$ cat config.mk
export PLATFORM = sky130hd
export DESIGN_NAME = reg_rename_file
export DESIGN_NICKNAME = d
export VERILOG_FILES = /design/src/rtl/reg_rename_file.sv
export SDC_FILE = /design/constraint.sdc
export NUM_CORES = 2
export LEC_CHECK = 0
export ABC_AREA = 1
export CELL_PAD_IN_SITES_DETAIL_PLACEMENT = 1
export CELL_PAD_IN_SITES_GLOBAL_PLACEMENT = 1
export CORE_ASPECT_RATIO = 0.75
export CORE_MARGIN = 1
export CORE_UTILIZATION = 45
export CTS_CLUSTER_SIZE = 16
export DETAILED_ROUTE_END_ITERATION = 10
export PLACE_DENSITY_LB_ADDON = 0.1
export SETUP_SLACK_MARGIN = 0.2
export SLEW_MARGIN = 20
export SYNTH_ARGS = -nofsm -noshare
export SYNTH_HDL_FRONTEND = slang
export SYNTH_SLANG_ARGS = --single-unit
$ cat constraint.sdc
create_clock -name clk -period 7 [get_ports clk]
set_clock_uncertainty 0.15 [all_clocks]
set_input_delay 1.4 -clock clk [delete_from_list [all_inputs] [get_ports clk]]
set_output_delay 1.4 -clock clk [all_outputs]
set_load 0.01 [all_outputs]
$ cat src/rtl/reg_rename_file.sv
// Architectural register file plus ROB rename-tag table; reads are combinational and show pre-update state.
// Optional `COMMIT_BYPASS_EN` forwards a tag-matching commit to the read ports in the same cycle.
module reg_rename_file #(
  parameter int XLEN  = 32,
  parameter int NREG  = 32,
  parameter int IDX_W = 5,
  parameter int TAG_W = 5
) (
  input  logic             clk,
  input  logic             rst_in,
  input  logic             rdy_in,
  input  logic             flush_in,
  input  logic             rename_en,
  input  logic [IDX_W-1:0] rename_rd,
  input  logic [TAG_W-1:0] rename_tag,
  input  logic [IDX_W-1:0] rs1_idx,
  input  logic [IDX_W-1:0] rs2_idx,
  output logic [TAG_W-1:0] rs1_tag,
  output logic [TAG_W-1:0] rs2_tag,
  output logic [XLEN-1:0]  rs1_val,
  output logic [XLEN-1:0]  rs2_val,
  input  logic             commit_en,
  input  logic [IDX_W-1:0] commit_rd,
  input  logic [XLEN-1:0]  commit_val,
  input  logic [TAG_W-1:0] commit_tag,
  output logic [IDX_W:0]   busy_cnt
);

  logic [XLEN-1:0]  val_q [NREG];
  logic [TAG_W-1:0] tag_q [NREG];
  logic [TAG_W-1:0] tag_d [NREG];
  logic [IDX_W:0]   busy_d;

  logic commit_we;
  logic rename_we;

  assign commit_we = commit_en && rdy_in && (commit_rd != '0);
  assign rename_we = rename_en && rdy_in && !flush_in && (rename_rd != '0);

  // Next-state tag table; rename wins over a same-register commit clear, flush wins over both.
  always_comb begin
    for (int i = 0; i < NREG; i++) begin
      tag_d[i] = tag_q[i];
      if (i != 0 && rdy_in) begin
        if (flush_in) begin
          tag_d[i] = '0;
        end else begin
          if (commit_we && commit_rd == IDX_W'(i) && tag_q[i] == commit_tag)
            tag_d[i] = '0;
          if (rename_we && rename_rd == IDX_W'(i))
            tag_d[i] = rename_tag;
        end
      end
    end
    tag_d[0] = '0;
  end

  // Counting the next table directly keeps busy_cnt exact for every overlap of rename/commit/flush.
  always_comb begin
    busy_d = '0;
    for (int i = 1; i < NREG; i++)
      busy_d = busy_d + (IDX_W+1)'(tag_d[i] != '0);
  end

  always_ff @(posedge clk or negedge rst_in) begin
    if (!rst_in) begin
      for (int i = 0; i < NREG; i++) begin
        val_q[i] <= '0;
        tag_q[i] <= '0;
      end
      busy_cnt <= '0;
    end else if (rdy_in) begin
      for (int i = 0; i < NREG; i++)
        tag_q[i] <= tag_d[i];
      if (commit_we)
        val_q[commit_rd] <= commit_val;
      busy_cnt <= busy_d;
    end
  end

  logic [IDX_W-1:0] rd_idx [2];
  logic [TAG_W-1:0] rd_tag [2];
  logic [XLEN-1:0]  rd_val [2];

  assign rd_idx[0] = rs1_idx;
  assign rd_idx[1] = rs2_idx;

  always_comb begin
    for (int p = 0; p < 2; p++) begin
      rd_tag[p] = '0;
      rd_val[p] = '0;
      if (rd_idx[p] != '0) begin
        rd_tag[p] = tag_q[rd_idx[p]];
        rd_val[p] = val_q[rd_idx[p]];
`ifdef COMMIT_BYPASS_EN
        if (commit_we && rd_idx[p] == commit_rd && tag_q[rd_idx[p]] == commit_tag) begin
          rd_tag[p] = '0;
          rd_val[p] = commit_val;
        end
`endif
      end
    end
  end

  assign rs1_tag = rd_tag[0];
  assign rs1_val = rd_val[0];
  assign rs2_tag = rd_tag[1];
  assign rs2_val = rd_val[1];

endmodule
==> impl_metrics.json <==
{
  "status": "finished, final reports clean",
  "syn-num-nets": 10000,
  "num_io_pins": 148,
  "final_common_cell": "nand2_1",
  "syn_avg_cell_area_sq_um": 7.17,
  "timing.hold.ws_ps": 225,
  "finalSetupViolCount": 0,
  "die-area_sq_um": 160000,
  "hp-class": "reg -> reg",
  "wl_per_cell_um": 28.2,
  "synth-xor-area-share_pct": 1.12,
  "area_growth_pct": 14.3,
  "clock-sinks": 1185,
  "synthMuxAreaShare_pct": 0,
  "slowest_delay_ps": 560,
  "irDropWorstVdd_v": 0.000276,
  "drt_wl_total_mm": 338,
  "clock_latency_ps": 810,
  "arrival_ps": 7540,
  "start_util_pct": 45.6,
  "final_cells": 12000,
  "startpoint_type": "input pin",
  "min_period_over_period_pct": 99.6,
  "cts_tree": "done",
  "clk_path_buf_depth": 3,
  "rows": 125,
  "fillers": 19400,
  "via_per_inst": 6.32,
  "syn_inst": 9907,
  "period_minus_slack_ps": 6970,
  "drc": 0,
  "grt_max_degree": 155,
  "final_layout_size_suffix_gt1_share_pct": 9.47,
  "synth_simple_gate_area_share_pct": 21.8,
  "clkTransAtPathRegs_ps": 60,
  "ant_nets": 0,
  "cts_buffers": 135,
  "pre_cts_ws_ps": -1380,
  "netlist_area_sq_um": 71100,
  "worst_slack_ps": 25.1,
  "drt-initial-drc-count": 9217,
  "place_inst": 11700,
  "critPathMostFrequentCell": "fa_1",
  "portBuffers": 147,
  "yosysUniqueCellTypes": 40,
  "synth_compound_area_share_pct": 24.8,
  "layout_common_cells": "2493 x nand2_1, 1532 x o21ai_0, 1185 x dfrtp_1, 950 x nand3_1, 763 x inv_1",
  "fmax_ghz": 0.143,
  "coreArea_sq_um": 156000,
  "ys_ff_latch": 1185,
  "dr.pass1.iters": 5,
  "p_leak_nw": 37.0,
  "synth_fa_ha_area_share_pct": 0.771,
  "die_w_um": 461,
  "grt_pass1_vias": 75200,
  "cp_data_required_time_ps": 7560,
  "crit_fanout": 5,
  "grt_pass1_wl_mm": 501,
  "postCtsHoldBufs": 0,
  "fin_area_sq_um": 81300,
  "root_buffer": "clkbuf_16",
  "gp_congestion": 1.01,
  "synth_warnings": 0,
  "worstMarginPinSlew_ps": 1190,
  "antenna_found_initial": 22,
  "synth_top_family_by_area": "compound AO/OA/AOI/OAI gates",
  "place_area_sq_um": 76100,
  "path_class": "in -> reg",
  "die_h_um": 346,
  "drv_cap": 0,
  "ys_seq_area_share_pct": 41.7,
  "overflow": 0,
  "nets": 9876,
  "vias": 75700,
  "place_hpwl_mm": 209,
  "crit_slowest_cell": "fa_1",
  "rsz0062_at_grt": "yes",
  "hold_viol_final": 0,
  "end_kind": "flip-flop",
  "grt_usage_pct": 41.8,
  "drv_slew": 0,
  "ctsHtreeMaxLevel": 4,
  "power_per_cell_area_nw_per_um2": 239,
  "maxSlewHeadroom_pct": 20.6
}
## report_power, final
group	leakage, nW	switching (mW)	internal, mW	total [mW]
Clock	2.22	3.20	4.22	7.42
Sequential	15.3	0.516	7.69	8.21
Combinational	19.4	2.55	1.26	3.81
Total	37.0	6.27	13.2	19.4
## cell type report
class | count | area (sq um) | share of cell area (%)
diodes | 10 | 25.0 | 0.0308
flip-flops and latches | 1185 | 29700 | 36.5
well taps | 2095 | 2620 | 3.23
clock inverters | 45 | 582 | 0.716
repair buffers | 642 | 6280 | 7.73
multi-input cells | 6994 | 35000 | 43.1
clock buffers | 195 | 3930 | 4.83
inverters | 820 | 3160 | 3.89
## worst max-delay path, delay by kind of cell
kind                       cells  cell delay [ps]
and+or+nand+nor               11             1100
buffers and inverters          9              790
adders and majority gates      8             3840
AOI/OAI and AO/OA              4              410
## Yosys cell counts, drive strengths merged
master | instances | area [sq um]
buf | 358 | 1780
nand2 | 2543 | 9560
clkbuf | 551 | 2070
a41oi | 4 | 35.0
nor3 | 7 | 40.0
a21oi | 654 | 3270
and3 | 2 | 12.5
a21o | 1 | 7.51
nor2 | 195 | 877
xnor2 | 39 | 342
o21a | 1 | 7.51
clkinv | 3 | 11.3
inv | 817 | 3070
fa | 23 | 460
o41ai | 6 | 52.6
a31oi | 77 | 482
nand3 | 963 | 4850
dfrtp | 1185 | 29700
xor2 | 52 | 455
o21ai | 1673 | 8370
ha | 7 | 87.6
o22ai | 6 | 37.5
nand4 | 27 | 169
a22o | 2 | 17.5
o21bai | 5 | 37.5
o2111ai | 4 | 41.3
o211ai | 702 | 5270
## sequential cells by signal, summed over array words and instances (netlist names)
name      cells
tag_q       155
val_q      1024
busy_cnt      6
## layer usage
metal	global-route usage [%]	wire length (um)	vias up
met3	9.26	33900	795
met5	0	48	-
met4	18.7	16100	8
met1	59.1	145000	38200
met2	60.7	143000	3634
li1	-	-	33100
## path summary, 6_finish.rpt
check	from	end	slack [ps]	cells past startpoint
worst min-delay path	val_q[1017]	val_q[1017]	220	0
max in group asynchronous	rst_in	val_q[536]	4700	2
worst max register to register	tag_q[95]	busy_cnt[4]	450	29
worst min register to register	val_q[1017]	val_q[1017]	220	0
worst max-delay path	commit_rd[1]	busy_cnt[4]	30	32
min in group asynchronous	rst_in	val_q[836]	420	1
## through the flow
stage          setup TNS [ps]  util, %  power (mW)
5_1_grt                  -145     52.2        20.2
4_1_cts                     0     52.0        19.4
3_5_place_dp            -7270     48.9        12.0
6_report                    0     52.2        19.4
3_3_place_gp            -6140     48.8        11.8
2_1_floorplan               0        -        10.4
## kinds of logic after synthesis
family / Yosys count
XOR/XNOR: 91
AO/OA/AOI/OAI: 3135
adder cells (fa/ha/maj): 30
buffers and inverters: 1729
flip-flops: 1185
AND/OR/NAND/NOR: 3737
## timing repair
action | in CTS | in global routing
endpoints found under the setup margin | 6 | 5
pin swaps | 39 | 37
setup buffers | 14 | 9
cloned | 2 | 0
gates resized for setup | 129 | 61
No activity file was read; power rests on OpenSTA's default activity.
